## config.mk

```make
export PLATFORM = sky130hd
export DESIGN_NAME = pc_fetch_flat
export DESIGN_NICKNAME = d
export VERILOG_FILES = /design/src/rtl/pc_fetch_if.sv /design/src/rtl/pc_fetch.sv /design/src/flat_wrapper.sv
export SDC_FILE = /design/constraint.sdc
export NUM_CORES = 1
export LEC_CHECK = 0
export ABC_AREA = 1
export CAP_MARGIN = 20
export CORE_ASPECT_RATIO = 1.1
export CORE_MARGIN = 2
export CORE_UTILIZATION = 45
export CTS_BUF_LIST = sky130_fd_sc_hd__clkbuf_4 sky130_fd_sc_hd__clkbuf_8 sky130_fd_sc_hd__clkbuf_16
export DETAILED_ROUTE_END_ITERATION = 6
export SYNTH_ARGS = -nofsm -noshare
export SYNTH_HDL_FRONTEND = slang
export SYNTH_SLANG_ARGS = --single-unit
```

## constraint.sdc

```tcl
create_clock -name clk -period 4 [get_ports clk]
set_input_delay 0.4 -clock clk [delete_from_list [all_inputs] [get_ports clk]]
set_output_delay 0.4 -clock clk [all_outputs]
set_load 0.02 [all_outputs]
```

## src/rtl/pc_fetch_if.sv

```systemverilog
// Fetch-stage bus bundle: ROM request/response channel and the instruction
// delivery channel toward decode/execute.
interface pc_fetch_if #(
  parameter int ADDR_W = 15,
  parameter int DATA_W = 16
);
  // Handshake: a transfer happens on a rising edge where valid && ready.
  // The sender keeps valid and its payload stable until that transfer; ready
  // may change freely and never waits on valid. rom_rsp has no back-pressure.
  logic              rom_req_valid;
  logic              rom_req_ready;
  logic [ADDR_W-1:0] rom_req_addr;
  logic              rom_rsp_valid;
  logic [DATA_W-1:0] rom_rsp_data;
  logic              instr_valid;
  logic              instr_ready;
  logic [DATA_W-1:0] instr_data;
  logic [ADDR_W-1:0] instr_pc;

  modport master (
    output rom_req_valid, rom_req_addr, instr_valid, instr_data, instr_pc,
    input  rom_req_ready, rom_rsp_valid, rom_rsp_data, instr_ready
  );

  modport slave (
    input  rom_req_valid, rom_req_addr, instr_valid, instr_data, instr_pc,
    output rom_req_ready, rom_rsp_valid, rom_rsp_data, instr_ready
  );
endinterface

```

## src/rtl/pc_fetch.sv

```systemverilog
// Program counter and prefetch stage: issues in-order ROM reads under a
// credit limit, tags responses with their PC and queues them for decode.
module pc_fetch #(
  parameter int ADDR_W = 15,
  parameter int DATA_W = 16,
  parameter int DEPTH  = 4
) (
  input  logic              clk,
  input  logic              rst_n,
  input  logic              jmp_load,
  input  logic [ADDR_W-1:0] jmp_addr,
  pc_fetch_if.master        bus
);
  localparam int PTR_W = $clog2(DEPTH);
  localparam int CNT_W = $clog2(DEPTH + 1);
  localparam logic [CNT_W:0] DEPTH_C = (CNT_W + 1)'(DEPTH);

  logic [ADDR_W-1:0] fetch_pc;
  logic [PTR_W-1:0]  q_wr, q_rd, tag_wr, tag_rd;
  logic [CNT_W-1:0]  q_cnt, out_cnt, drop_cnt;
  logic [ADDR_W-1:0] q_pc   [DEPTH];
  logic [DATA_W-1:0] q_data [DEPTH];
  logic [ADDR_W-1:0] tag_pc [DEPTH];

  logic              q_nonempty, pop, accept, rsp, keep;
  logic [CNT_W:0]    in_use;
  logic [CNT_W-1:0]  out_next;

  always_comb begin
    q_nonempty = (q_cnt != '0);
    pop        = q_nonempty && bus.instr_ready;
    // Queued words plus in-flight reads form the credit pool; a slot freed by
    // this cycle's pop may be spent immediately.
    in_use     = (CNT_W + 1)'(q_cnt) + (CNT_W + 1)'(out_cnt) - (CNT_W + 1)'(pop);
    bus.rom_req_valid = rst_n && (in_use < DEPTH_C);
    bus.rom_req_addr  = fetch_pc;
    accept     = bus.rom_req_valid && bus.rom_req_ready;
    rsp        = bus.rom_rsp_valid;
    keep       = rsp && (drop_cnt == '0) && !jmp_load;
    out_next   = out_cnt + CNT_W'(accept) - CNT_W'(rsp);
    bus.instr_valid = q_nonempty;
    bus.instr_data  = q_nonempty ? q_data[q_rd] : '0;
    bus.instr_pc    = q_nonempty ? q_pc[q_rd]   : '0;
  end

  always_ff @(posedge clk or negedge rst_n) begin
    if (!rst_n) begin
      fetch_pc <= '0;
      q_wr     <= '0;
      q_rd     <= '0;
      tag_wr   <= '0;
      tag_rd   <= '0;
      q_cnt    <= '0;
      out_cnt  <= '0;
      drop_cnt <= '0;
    end else begin
      if (jmp_load)    fetch_pc <= jmp_addr;
      else if (accept) fetch_pc <= fetch_pc + ADDR_W'(1);

      out_cnt <= out_next;
      if (accept) tag_wr <= tag_wr + PTR_W'(1);
      if (rsp)    tag_rd <= tag_rd + PTR_W'(1);

      // Everything still in flight after this cycle, including a read accepted
      // right now, belongs to the abandoned path.
      if (jmp_load)                     drop_cnt <= out_next;
      else if (rsp && drop_cnt != '0)   drop_cnt <= drop_cnt - CNT_W'(1);

      if (jmp_load) begin
        q_wr  <= '0;
        q_rd  <= '0;
        q_cnt <= '0;
      end else begin
        if (keep) q_wr <= q_wr + PTR_W'(1);
        if (pop)  q_rd <= q_rd + PTR_W'(1);
        q_cnt <= q_cnt + CNT_W'(keep) - CNT_W'(pop);
      end
    end
  end

  // Storage needs no reset: contents are only visible while counted as valid.
  always_ff @(posedge clk) begin
    if (accept) tag_pc[tag_wr] <= fetch_pc;
    if (keep) begin
      q_pc[q_wr]   <= tag_pc[tag_rd];
      q_data[q_wr] <= bus.rom_rsp_data;
    end
  end
endmodule

```

## src/flat_wrapper.sv

```systemverilog
// flat-port wrapper written by rule: the top's interface ports become plain ports
module pc_fetch_flat 
#(
  parameter int ADDR_W = 15,
  parameter int DATA_W = 16,
  parameter int DEPTH  = 4
)
  (clk, rst_n, jmp_load, jmp_addr, bus_rom_req_valid, bus_rom_req_addr, bus_instr_valid, bus_instr_data, bus_instr_pc, bus_rom_req_ready, bus_rom_rsp_valid, bus_rom_rsp_data, bus_instr_ready);
  pc_fetch_if #(.ADDR_W(ADDR_W), .DATA_W(DATA_W)) bus_i ();
  input  logic clk;
  input  logic rst_n;
  input  logic jmp_load;
  input  logic [ADDR_W-1:0] jmp_addr;
  output wire logic [$bits(bus_i.rom_req_valid)-1:0] bus_rom_req_valid;
  output wire logic [$bits(bus_i.rom_req_addr)-1:0] bus_rom_req_addr;
  output wire logic [$bits(bus_i.instr_valid)-1:0] bus_instr_valid;
  output wire logic [$bits(bus_i.instr_data)-1:0] bus_instr_data;
  output wire logic [$bits(bus_i.instr_pc)-1:0] bus_instr_pc;
  input wire logic [$bits(bus_i.rom_req_ready)-1:0] bus_rom_req_ready;
  input wire logic [$bits(bus_i.rom_rsp_valid)-1:0] bus_rom_rsp_valid;
  input wire logic [$bits(bus_i.rom_rsp_data)-1:0] bus_rom_rsp_data;
  input wire logic [$bits(bus_i.instr_ready)-1:0] bus_instr_ready;
  assign bus_rom_req_valid = bus_i.rom_req_valid;
  assign bus_rom_req_addr = bus_i.rom_req_addr;
  assign bus_instr_valid = bus_i.instr_valid;
  assign bus_instr_data = bus_i.instr_data;
  assign bus_instr_pc = bus_i.instr_pc;
  assign bus_i.rom_req_ready = bus_rom_req_ready;
  assign bus_i.rom_rsp_valid = bus_rom_rsp_valid;
  assign bus_i.rom_rsp_data = bus_rom_rsp_data;
  assign bus_i.instr_ready = bus_instr_ready;
  pc_fetch #(.ADDR_W(ADDR_W), .DATA_W(DATA_W), .DEPTH(DEPTH)) u_core (.clk(clk), .rst_n(rst_n), .jmp_load(jmp_load), .jmp_addr(jmp_addr), .bus(bus_i));
endmodule
```

Yosys cells after proc, flatten, opt, wreduce, memory -nomap -nowiden
Memory sizes are Yosys's and may differ from the RTL's.
Cells that the tools add are included.
{"block": "op_classes", "add_sub_neg": 12, "order_cmp": 1, "muxes": 15, "reduce_logical": 14}
{"cell": "2-to-1 mux 15 bit", "count": 3}
{"cell": "2-to-1 mux 16 bit", "count": 1}
{"cell": "adder 15 x 1 -> 15 bit (second input constant)", "count": 1}
{"cell": "2-to-1 mux 3 bit", "count": 3}
{"cell": "adder 2 x 1 -> 2 bit (second input constant)", "count": 4}
{"cell": "2-to-1 mux 2 bit", "count": 4}
{"cell": "nonzero test 2 bit", "count": 4}
{"cell": "adder 3 x 1 -> 3 bit", "count": 2}
{"cell": "logical AND 1 bit", "count": 6}
{"cell": "nonzero test 3 bit", "count": 2}
{"cell": "subtractor 3 x 1 -> 3 bit", "count": 2}
{"cell": "adder 3 x 3 -> 4 bit", "count": 1}
{"cell": "< comparator 4 x 3 -> 1 bit (second input constant)", "count": 1}
{"cell": "2-to-1 mux 1 bit", "count": 4}
{"cell": "subtractor 4 x 1 -> 4 bit", "count": 1}
{"cell": "zero test 3 bit", "count": 1}
{"cell": "subtractor 3 x 1 -> 3 bit (second input constant)", "count": 1}
{"cell": "zero test 1 bit", "count": 1}
{"block": "totals", "regBits": 32, "ram_bits": 184, "in_bits": 37, "output_inout_bits": 48, "elab_cells": 53, "mem_count": 3}
{"memory": "u_core.q_data", "depth": 4, "word_bits": 16, "rd": 1, "rd_clocked_by_memory_dff": 0, "wr": 1, "line": "pc_fetch.sv:22", "source": "logic [DATA_W-1:0] q_data [DEPTH];"}
{"memory": "u_core.q_pc", "depth": 4, "word_bits": 15, "rd": 1, "rd_clocked_by_memory_dff": 0, "wr": 1, "line": "pc_fetch.sv:21", "source": "logic [ADDR_W-1:0] q_pc [DEPTH];"}
{"memory": "u_core.tag_pc", "depth": 4, "word_bits": 15, "rd": 1, "rd_clocked_by_memory_dff": 0, "wr": 1, "line": "pc_fetch.sv:23", "source": "logic [ADDR_W-1:0] tag_pc [DEPTH];"}

Logic depth before layout (Yosys ltp)
Gate-level depths: netlist (run 1).
{"block": "depth", "ltp_word": 9, "depth_mapped": 23, "depth_no_buf": 23}

Worst setup path after synthesis (run 1)
OpenSTA, ideal clock, no wires.
{"block": "synth_path", "path_type": "reg2reg", "from": "reg u_core.q_cnt[1]", "to": "mem u_core.tag_pc[0][0] (enable)", "setup_time_ps": 387, "arrival_time_ps": 2573, "t_required_ps": 3613, "setup_slack_ps": 1041, "stages_incl_launch_ff": 14, "path_buffers": 1, "period_less_slack_ps": 2959, "cell_sequence": "dfrtp_1 -> nor2_1 -> nand2_1 -> nand2_1 -> inv_1 -> ha_1 -> inv_1 -> ha_1 -> nand3_1 -> a21oi_1 -> nor2_2 -> nand3_4 -> buf_2 -> nor2_1"}
{"block": "synth_via", "elab_chain_cells": 8, "word_cells_on_any_way": 9, "cone_classes": "add/sub (2); order compare (1); mux (2); reduce/logical (4)"}
{"item": "from (decl)", "line": "pc_fetch.sv:20", "source": "logic [CNT_W-1:0] q_cnt, out_cnt, drop_cnt;"}
{"item": "from (signal assigned)", "line": "pc_fetch.sv:76", "source": "q_cnt <= q_cnt + CNT_W'(keep) - CNT_W'(pop);"}
{"item": "nonzero test 3 bit", "line": "pc_fetch.sv:30", "source": "q_nonempty = (q_cnt != '0);"}
{"item": "via bus_instr_valid", "line": "flat_wrapper.sv:16", "source": "output wire logic [$bits(bus_i.instr_valid)-1:0] bus_instr_valid;"}
{"item": "logical AND 1 bit", "line": "pc_fetch.sv:31", "source": "pop = q_nonempty && bus.instr_ready;"}
{"item": "subtractor 4 x 1 -> 4 bit", "line": "pc_fetch.sv:34", "source": "in_use = (CNT_W + 1)'(q_cnt) + (CNT_W + 1)'(out_cnt) - (CNT_W + 1)'(pop);"}
{"item": "< comparator 4 x 3 -> 1 bit", "line": "pc_fetch.sv:35", "source": "bus.rom_req_valid = rst_n && (in_use < DEPTH_C);"}
{"item": "logical AND 1 bit", "line": "pc_fetch.sv:35"}
{"item": "logical AND 1 bit", "line": "pc_fetch.sv:37", "source": "accept = bus.rom_req_valid && bus.rom_req_ready;"}
{"item": "2-to-1 mux 1 bit", "line": "pc_fetch.sv:83", "source": "if (accept) tag_pc[tag_wr] <= fetch_pc;"}
{"item": "2-to-1 mux 1 bit (implied by the code)", "line": "pc_fetch.sv:83"}
{"item": "to (decl)", "line": "pc_fetch.sv:23"}
The timed path passes the listed nets, and every way through them passes these cells.

Worst setup path in the final report (run 1)
{"block": "layout_path", "from": "reg u_core.q_cnt[1]", "to": "out bus_rom_req_valid"}
{"block": "layout_via", "elab_chain_cells": 5, "word_cells_on_any_way": 6, "cone_classes": "add/sub (2); order compare (1); reduce/logical (3)"}
{"item": "branches (longest 2 deep; another with adder 3 x 3 -> 4 bit)"}
{"item": "subtractor 4 x 1 -> 4 bit *", "line": "pc_fetch.sv:34"}
{"item": "< comparator 4 x 3 -> 1 bit *", "line": "pc_fetch.sv:35"}
{"item": "logical AND 1 bit *", "line": "pc_fetch.sv:35"}
{"item": "to (decl)", "line": "flat_wrapper.sv:14", "source": "output wire logic [$bits(bus_i.rom_req_valid)-1:0] bus_rom_req_valid;"}
Every way passes the cells marked *.

==> run_results.csv, run 1 <==
group,metric,value,unit
sta,drv_slew,0,
detailed_routing,vias,5971,
cts,clkSinkCount,216,
sta,setup_tns,0,ns
floorplan,die_area,21700,um2
synthesis,synth-seq-cells,216,
cts,cts_setup_buffers,0,
detailed_routing,first_pass_iters,6,
pwr,p_leak,4.17,nW
cts,clock_path_buffers,3,
cts,postCtsHoldBufs,0,
floorplan,die_h,154,um
cts,cts_resized,0,
floorplan,start_util,46.1,%
critical_path,crit_type,"register to primary output",
floorplan,num_rows,54,
cts,clkTransAtPathRegs,0.06,ns
synthesis,synth_area,9220,um2
synthesis,synth_cell_type_count,30,
detailed_routing,drc_errors,0,
sta,fin_crit_sh,84.3,%
cells_and_area,syn_to_final_growth,20.6,%
detailed_routing,vias_per_cell,5.02,
synthesis,yosys_warnings,0,
cts,cts_tree,"done",
synthesis,synth_fp_nets,888,
sta,hold_viol_final,0,
critical_path,worstPathArrival,2.97,ns
place,port_buffers,84,
synthesis,seq_area_frac_synth,68.6,%
detailed_routing,antenna_left,0,
cells_and_area,drive_above_1_share,8.11,%
sta,maxSlewHeadroom,42.9,%
global_routing,antenna_found_initial,0,
place,post-place-ws,0.789,ns
sta,setup_violations,0,
cells_and_area,final_common_cell,"edfxtp_1",
detailed_routing,totalWireLength,18300,um
worst_hold_path,hold_class,"input pin to asynchronous set/reset pin",
cells_and_area,layout_common_cells,"184 x edfxtp_1, 176 x nor2_1, 104 x nand2_1",
sta,period_needed,3.37,ns
detailed_routing,drtIter0Drc,383,
floorplan,core,20000,um2
sta,worst_pin_slew,0.855,ns
cts,cts_buffers,22,
global_routing,grt-ovfl-total,0,
place,gp_congestion,0.723,
cells_and_area,antenna_cells,0,
sta,fmax,297,MHz
place,hpwl,11400,um
sta,rsz0062_at_grt,"no",
synthesis,syn_inst,830,
global_routing,grt_max_degree,64,
pwr,p_per_area,698,nW/um2
synthesis,syn_area_per_cell,11.1,um2
critical_path,setup.worst_path.start_class,"register",
detailed_routing,wl_per_cell,15.4,um
floorplan,io_pins,85,
sta,fin_skew,0.00822,ns
cts,clk_latency,0.49,ns
critical_path,cp_max_fo,3,
global_routing,first_global_vias,5947,
global_routing,globalRouteTotalUtil,17.4,%
critical_path,cp-end-kind,"primary output",
cts,cts-root-buf,"clkbuf_16",
critical_path,cp.required,3.60,ns
cells_and_area,nets,979,
cts,cts_htree_levels,1,
run_status,status,"complete, no violations",
run,maxCapViolCount,0,
global_routing,grt_pass1_wl,30600,um
pwr,ir_worst_vdd,363,uV
floorplan,fp.dieW,141,um
sta,worst_slack,0.629,ns
-- final timing paths --
| kind | start | endpoint | slack, ns | cells past startpoint |
|---|---|---|---|---|
| setup reg to reg | u_core.q_cnt[1]$_DFF_PN0_ | u_core.drop_cnt[2]$_DFFE_PN0P_ | 1.11 | 23 |
| hold / removal | rst_n | u_core.bus.rom_req_addr[4]$_DFFE_PN0P_ | 0.47 | 2 |
| max in group asynchronous | rst_n | u_core.q_rd[0]$_DFFE_PN0P_ | 3.18 | 2 |
| min in group clk | u_core.drop_cnt[2]$_DFFE_PN0P_ | u_core.drop_cnt[2]$_DFFE_PN0P_ | 0.54 | 2 |
| hold reg to reg | u_core.drop_cnt[2]$_DFFE_PN0P_ | u_core.drop_cnt[2]$_DFFE_PN0P_ | 0.54 | 2 |
| setup / recovery | u_core.q_cnt[1]$_DFF_PN0_ | bus_rom_req_valid | 0.63 | 14 |
-- metal layers --
metal	track usage, %	vias up	wire, um
met2	29.9	130	9110
li1	-	3022	-
met3	2.18	26	711
met5	0	-	0
met4	4.33	0	298
met1	23.9	2793	8150
-- layout make-up --
cell class	instances	area (um2)
multi-input cells	520	2530
repair buffers	106	1010
clock inverters	6	55.1
inverters	55	206
clock buffers	34	677
well taps	252	315
fillers	1713	8880
flip-flops and latches	216	6330
-- sequential cells by signal, summed over array words and instances, names as in the netlist, 3 cells and up --
name and cells:
u_core.bus.rom_req_addr 15, u_core.drop_cnt 3, u_core.out_cnt 3, u_core.q_cnt 3, u_core.q_data 64, u_core.q_pc 60, u_core.tag_pc 60
-- stage by stage --
step / instance area [um2] / util [%] / instances / hold slack, ns / power [mW]
floorplan: 9220 / - / 830 / 0.104 / 4.82
global placement: 10400 / 51.9 / 1149 / 0.516 / 5.82
detailed placement: 10400 / 51.9 / 1149 / 0.514 / 5.85
CTS: 11100 / 55.6 / 1189 / 0.514 / 7.86
global route: 11100 / 55.6 / 1189 / 0.509 / 8.30
finish: 11100 / 55.6 / 1189 / 0.472 / 7.76
-- Yosys cell counts --
cell type / n / area share, %
nand3_4: 1 / 0.19
buf_1: 5 / 0.20
nor2_4: 1 / 0.12
nor3b_1: 1 / 0.081
edfxtp_1: 184 / 60
a21oi_1: 37 / 2.0
nand4_1: 3 / 0.20
buf_6: 1 / 0.12
fa_1: 2 / 0.43
o21ai_1: 8 / 0.43
nor2_1: 180 / 7.3
o21ai_0: 100 / 5.4
nand2_1: 104 / 4.2
clkbuf_1: 23 / 0.94
a21o_1: 1 / 0.081
nand2_4: 1 / 0.12
nor2_2: 3 / 0.20
nand2_2: 1 / 0.068
inv_2: 3 / 0.12
buf_2: 9 / 0.49
o22ai_1: 15 / 1.0
xor2_1: 7 / 0.66
ha_1: 19 / 2.6
nand3_2: 1 / 0.11
buf_4: 1 / 0.081
dfrtp_1: 32 / 8.7
inv_1: 52 / 2.1
nand3_1: 31 / 1.7
o211ai_1: 1 / 0.081
xnor2_1: 3 / 0.28
-- report_power, final --
part,internal (mW),switching (mW),total [mW]
sequential,2.91,0.278,3.19
combinational,0.987,1.59,2.58
clock,1.23,0.772,2.00
total,5.12,2.64,7.76
-- worst max-delay path, stage by stage, from the launching register on --
cell and delay, ns:
dfrtp_1 0.40, nor2_1 0.11, nand2_1 0.11, nand2_1 0.10
inv_1 0.07, ha_1 0.17, inv_1 0.09, ha_1 0.24
nand2_1 0.07, inv_1 0.03, nand2_1 0.07, nand3_1 0.08
nand2_2 0.11, nor3b_1 0.20, clkdlybuf4s50_1 0.64
-- cell families (layout without fill, tap and decap cells) --
group / count (synthesis) / count (layout) / share of synthesized area [%]
flops: 216 / 216 / 68.6
simple gates: 327 / 327 / 14.3
fa+ha+maj: 21 / 21 / 3.01
buf+inv: 94 / 201 / 4.07
compound gates: 162 / 162 / 9.05
xor+xnor: 10 / 10 / 0.950
(Power assumes the default switching activity.)
==> run 2: changes to the inputs <==
Clock period 4 ns to 3.4 ns, I/O delays scaled along.
==> run 2 against run 1 <==
Core utilization is essentially flat. Total power up 18%. Final area about the same. Flip-flop and latch count unchanged. Sequential share of layout area about the same. Critical endpoint is now bus_instr_data[6]. Largest power group unchanged.
==> run_results.csv, run 2 (synthesis gave the netlist of run 1 again) <==
group,metric,value,unit
run_status,status,"complete, no violations",
worst_hold_path,hold_class,"input pin to asynchronous set/reset pin",
run,maxCapViolCount,0,
detailed_routing,wl_per_cell,15.7,um
cts,clkTransAtPathRegs,0.06,ns
critical_path,path_cells,"nor2_1 -> nand2_1 -> inv_1 -> buf_4 -> a21oi_1 -> clkdlybuf4s50_1",
detailed_routing,vias,5959,
pwr,fin_total_pwr,9.14,mW
sta,fmax,338,MHz
critical_path,cp_max_fo,19,
cts,cts_tree,"done",
cts,cts_setup_buffers,0,
sta,drv_slew,0,
floorplan,num_rows,54,
critical_path,crit_type,"register to primary output",
cells_and_area,fin_util,55.6,%
floorplan,die_area,21700,um2
cts,clk_latency,0.50,ns
cells_and_area,layout_common_cells,"184 x edfxtp_1, 176 x nor2_1, 104 x nand2_1",
pwr,p_per_area,821,nW/um2
cts,cts_buffers,22,
critical_path,cp_slowest_cell,"inv_1",
cells_and_area,syn_to_final_growth,20.6,%
sta,fin_skew,0.0114,ns
pwr,p_leak,4.18,nW
cells_and_area,nets,976,
detailed_routing,drc_errors,0,
cts,clkSinkCount,216,
global_routing,grt_pass1_wl,30800,um
place,port_buffers,84,
sta,setup_tns,0,ns
cells_and_area,drive_above_1_share,7.82,%
floorplan,die_h,154,um
critical_path,cp.required,3.06,ns
detailed_routing,totalWireLength,18600,um
cts,clock_path_buffers,3,
cts,cts_resized,0,
cts,postCtsHoldBufs,0,
cells_and_area,top_register,"u_core.q_data",
cells_and_area,fill_cells,1735,
critical_path,r2r_slack,0.54,ns
cells_and_area,largest_reg_flops,64,
sta,hold_viol_final,0,
detailed_routing,antenna_left,0,
cells_and_area,final_common_cell,"edfxtp_1",
pwr,ir_worst_vdd,422,uV
global_routing,grt_max_degree,64,
detailed_routing,drtIter0Drc,312,
floorplan,fp.dieW,141,um
cts,cts_htree_levels,1,
global_routing,first_global_vias,5961,
critical_path,worstPathArrival,2.61,ns
place,gp_congestion,0.744,
critical_path,cp-end-kind,"primary output",
cts,cts-root-buf,"clkbuf_16",
sta,period_needed,2.95,ns
sta,maxSlewHeadroom,43.7,%
detailed_routing,vias_per_cell,5.02,
detailed_routing,first_pass_iters,5,
critical_path,cpPeakStageDelay,0.57,ns
sta,setup_violations,0,
critical_path,setup.worst_path.start_class,"register",
cells_and_area,antenna_cells,0,
global_routing,grt-ovfl-total,0,
place,hpwl,11300,um
floorplan,start_util,46.1,%
floorplan,io_pins,85,
sta,rsz0062_at_grt,"no",
floorplan,core,20000,um2
sta,worst_pin_slew,0.844,ns
global_routing,globalRouteTotalUtil,17.7,%
sta,fin_crit_sh,86.9,%
global_routing,antenna_found_initial,0,
cells_and_area,reg.largest.list,"u_core.q_data (64), u_core.q_pc (60), u_core.tag_pc (60)",
[run 2: changes by cell type in the layout (fill, tap and decap cells not counted), sizes merged]
cell,delta
clkinv,+2
dlymetal6s2s,+1
buf,-3
clkdlybuf4s50,-1
clkbuf,-2
clkinvlp,+1
bufinv,-1
[run 2: power breakdown]
group          total (mW)  internal, mW  leakage, nW  switching, mW
Combinational        3.06          1.17         1.76           1.89
Sequential           3.74          3.42         2.06          0.322
Clock                2.34          1.39        0.359          0.948
Total                9.14          5.98         4.18           3.16
[run 2: worst max-delay path, delay by kind of cell, from the launching register on]
| family | cells | cell delay, ns |
|---|---|---|
| and+or+nand+nor | 2 | 0.20 |
| DFF | 1 | 0.40 |
| buffers and inverters | 3 | 1.42 |
| AOI/OAI and AO/OA | 1 | 0.08 |
[run 2: layout make-up]
type / instances / area (um2) / area share [%]
sequential: 216 / 6330 / 56.9
multi-input combinational: 520 / 2530 / 22.8
timing repair buffer: 103 / 1020 / 9.20
clock buffer: 32 / 679 / 6.11
tap: 252 / 315 / 2.83
inverter: 55 / 206 / 1.86
clock inverter: 8 / 42.5 / 0.382
[run 2: final timing paths]
kind | startpoint | to | cells after the start
max | u_core.q_cnt[1]$_DFF_PN0_ | bus_instr_data[6] | 6
min | rst_n | u_core.bus.rom_req_addr[0]$_DFFE_PN0P_ | 2
max reg2reg | u_core.q_cnt[1]$_DFF_PN0_ | u_core.drop_cnt[2]$_DFFE_PN0P_ | 23
min reg2reg | u_core.drop_cnt[2]$_DFFE_PN0P_ | u_core.drop_cnt[2]$_DFFE_PN0P_ | 2
max in group asynchronous | rst_n | u_core.q_rd[0]$_DFFE_PN0P_ | 2
min in group clk | bus_instr_ready | u_core.q_rd[0]$_DFFE_PN0P_ | 3
[run 2: layer usage]
layer,vias to the layer above,global-route usage (%),part of all wire (%)
li1,3015,-,-
met3,24,2.15,3.6
met1,2806,23.3,46
met2,114,31.7,49
met4,0,4.19,1.5
met5,-,0,0
[run 2: stage by stage]
stage / instance area [um2] / setup WS [ns] / hold slack, ns / std cells
after CTS: 11100 / 0.0484 / 0.414 / 1186
after global placement: 10400 / 0.372 / 0.523 / 1146
after detailed placement: 10400 / 0.289 / 0.525 / 1146
after global routing: 11100 / 0.203 / 0.436 / 1186
final: 11100 / 0.446 / 0.377 / 1186
after floorplan: 9220 / 0.441 / 0.0444 / 830
==> run 3: changes to the inputs <==
Settings changed: PLACE_DENSITY from default to 0.67, TNS_END_PERCENT from default to 1.
Clock period 3.4 ns to 2.4 ns, I/O delays scaled along.
==> run 3 against run 2 <==
The flow now finishes with violations (negative setup slack). Sequential power is 41% higher. Final area grew 4.0%. Combinational power up 60%.
==> run_results.csv, run 3 (synthesis gave the netlist of run 1 again) <==
group,metric,value,unit
cts,clock_path_buffers,3,
detailed_routing,antenna_left,0,
critical_path,cp_max_fo,22,
cells_and_area,syn_to_final_growth,25.5,%
pwr,ir_worst_vdd,695,uV
critical_path,reg2regPathDepth,15,
cells_and_area,fin_util,57.9,%
floorplan,core,20000,um2
cts,cts_htree_levels,1,
cells_and_area,final_common_cell,"edfxtp_1",
critical_path,path_cells,"buf_4 -> inv_2 -> ha_1 -> inv_2 -> ha_4 -> nand3_2 -> nand3_1 -> nand2_2 -> nor2_4 -> nand3_4 -> buf_4 -> buf_4 -> buf_12 -> nor2_4 -> buf_12",
critical_path,crit_path_frequent_cell,"buf_4",
cts,cts_tree,"done",
cts,clkTransAtPathRegs,0.06,ns
sta,hold_viol_final,0,
run,maxCapViolCount,0,
detailed_routing,wl_per_cell,15.7,um
critical_path,r2r_slack,-0.21,ns
detailed_routing,vias,6263,
sta,worst_pin_slew,0.465,ns
cts,cts_buffers,22,
critical_path,cp_num_buf_inv,7,
pwr,p_per_area,1180,nW/um2
cells_and_area,drive_above_1_share,13.0,%
detailed_routing,drc_errors,0,
worst_hold_path,hold_class,"input pin to asynchronous set/reset pin",
sta,fin_crit_sh,109,%
cells_and_area,nets,1001,
place,port_buffers,84,
critical_path,crit_type,"register to register",
floorplan,io_pins,85,
global_routing,grt-ovfl-total,0,
cts,clkSinkCount,216,
sta,rsz0062_at_grt,"yes",
pwr,p_leak,4.44,nW
critical_path,cp.required,2.60,ns
critical_path,cp_num_cells,15,
place,place_inst,1164,
floorplan,die_h,154,um
sta,period_needed,2.61,ns
sta,worst_slack,-0.210,ns
global_routing,globalRouteTotalUtil,17.8,%
critical_path,cp_slowest_cell,"dfrtp_1",
detailed_routing,drtIter0Drc,373,
detailed_routing,totalWireLength,19000,um
floorplan,die_area,21700,um2
sta,setup_tns,-12.53,ns
run_status,violations,"negative setup slack",
cells_and_area,antenna_cells,0,
critical_path,cp-end-kind,"register",
cells_and_area,reg.largest.list,"u_core.q_data (64), u_core.q_pc (60), u_core.tag_pc (60)",
cells_and_area,final_cells,1211,
place,post-place-ws,-0.568,ns
cells_and_area,largest_reg_flops,64,
floorplan,start_util,46.1,%
place,hpwl,11800,um
global_routing,antenna_found_initial,0,
cells_and_area,top_register,"u_core.q_data",
cells_and_area,layout_common_cells,"184 x edfxtp_1, 171 x nor2_1, 100 x nand2_1",
detailed_routing,first_pass_iters,5,
global_routing,grt_pass1_wl,31100,um
critical_path,cp_top_family,"buffers and inverters",
floorplan,fp.dieW,141,um
detailed_routing,vias_per_cell,5.17,
sta,fin_skew,0.0183,ns
sta,setup_violations,64,
run_status,status,"finished, violations left",
sta,maxSlewHeadroom,68.9,%
sta,fmax,383,MHz
critical_path,setup.worst_path.start_class,"register",
floorplan,num_rows,54,
critical_path,worstPathArrival,2.81,ns
cts,clk_latency,0.50,ns
critical_path,cpPeakStageDelay,0.36,ns
global_routing,grt_max_degree,49,
global_routing,first_global_vias,6030,
sta,drv_slew,0,
place,gp_congestion,0.913,
cts,cts-root-buf,"clkbuf_16",
run 3: cell types whose count changed in the layout (fill, tap and decap cells not counted), sizes merged:
| cell | delta |
|---|---|
| bufinv | +1 |
| clkdlybuf4s50 | -31 |
| clkinvlp | -2 |
| dlymetal6s2s | -1 |
| clkdlybuf4s15 | +3 |
| buf | +26 |
| dlygate4sd2 | +28 |
| clkbuf | +1 |
run 3: final timing paths:
check                                                     from                                     end
worst min register to register  u_core.drop_cnt[2]$_DFFE_PN0P_          u_core.drop_cnt[2]$_DFFE_PN0P_
max in group asynchronous                                rst_n              u_core.q_rd[0]$_DFFE_PN0P_
worst max register to register       u_core.q_cnt[1]$_DFF_PN0_           u_core.tag_pc[3][7]$_DFFE_PP_
worst max-delay path                 u_core.q_cnt[1]$_DFF_PN0_           u_core.tag_pc[3][7]$_DFFE_PP_
worst min-delay path                                     rst_n  u_core.bus.rom_req_addr[8]$_DFFE_PN0P_
min in group clk                               bus_instr_ready              u_core.q_rd[0]$_DFFE_PN0P_
run 3: area by class of cell:
cell class                 instances  area [um2]
inverter                          55         211
fill                            1606        8430
clock inverter                     7        57.6
clock buffer                      33         711
sequential                       216        6330
tap                              252         315
multi-input combinational        520        2670
timing repair buffer             128        1280
run 3: timing repair:
item                                   in CTS  in global routing
endpoints found under the hold margin       0                  0
gates resized for setup                    66                  8
pin swaps                                  12                  4
setup endpoints to repair                  96                 88
setup buffers                               5                  2
hold buffers                                0                  0
run 3: layer usage:
layer / up-vias / global-route usage [%] / share of wire (%)
li1: 3074 / - / -
met1: 2985 / 24.5 / 46
met2: 177 / 29.9 / 47
met3: 27 / 2.40 / 5.0
met4: 0 / 5.10 / 2.0
met5: - / 0 / 0
run 3: power breakdown:
group	switching, mW	total [mW]	internal, mW	leakage, nW
registers	0.445	5.29	4.84	2.06
logic	2.95	4.90	1.95	1.99
clock network	1.35	3.51	2.15	0.388
total	4.75	13.7	8.95	4.44
run 3: stage by stage:
stage,hold WS (ns),instance area [um2],power [mW]
final,0.353,11600,13.7
after global routing,0.366,11600,14.5
after CTS,0.344,11500,13.7
after detailed placement,0.523,10600,10.0
after global placement,0.519,10600,9.90
after floorplan,-0.0556,9240,8.05
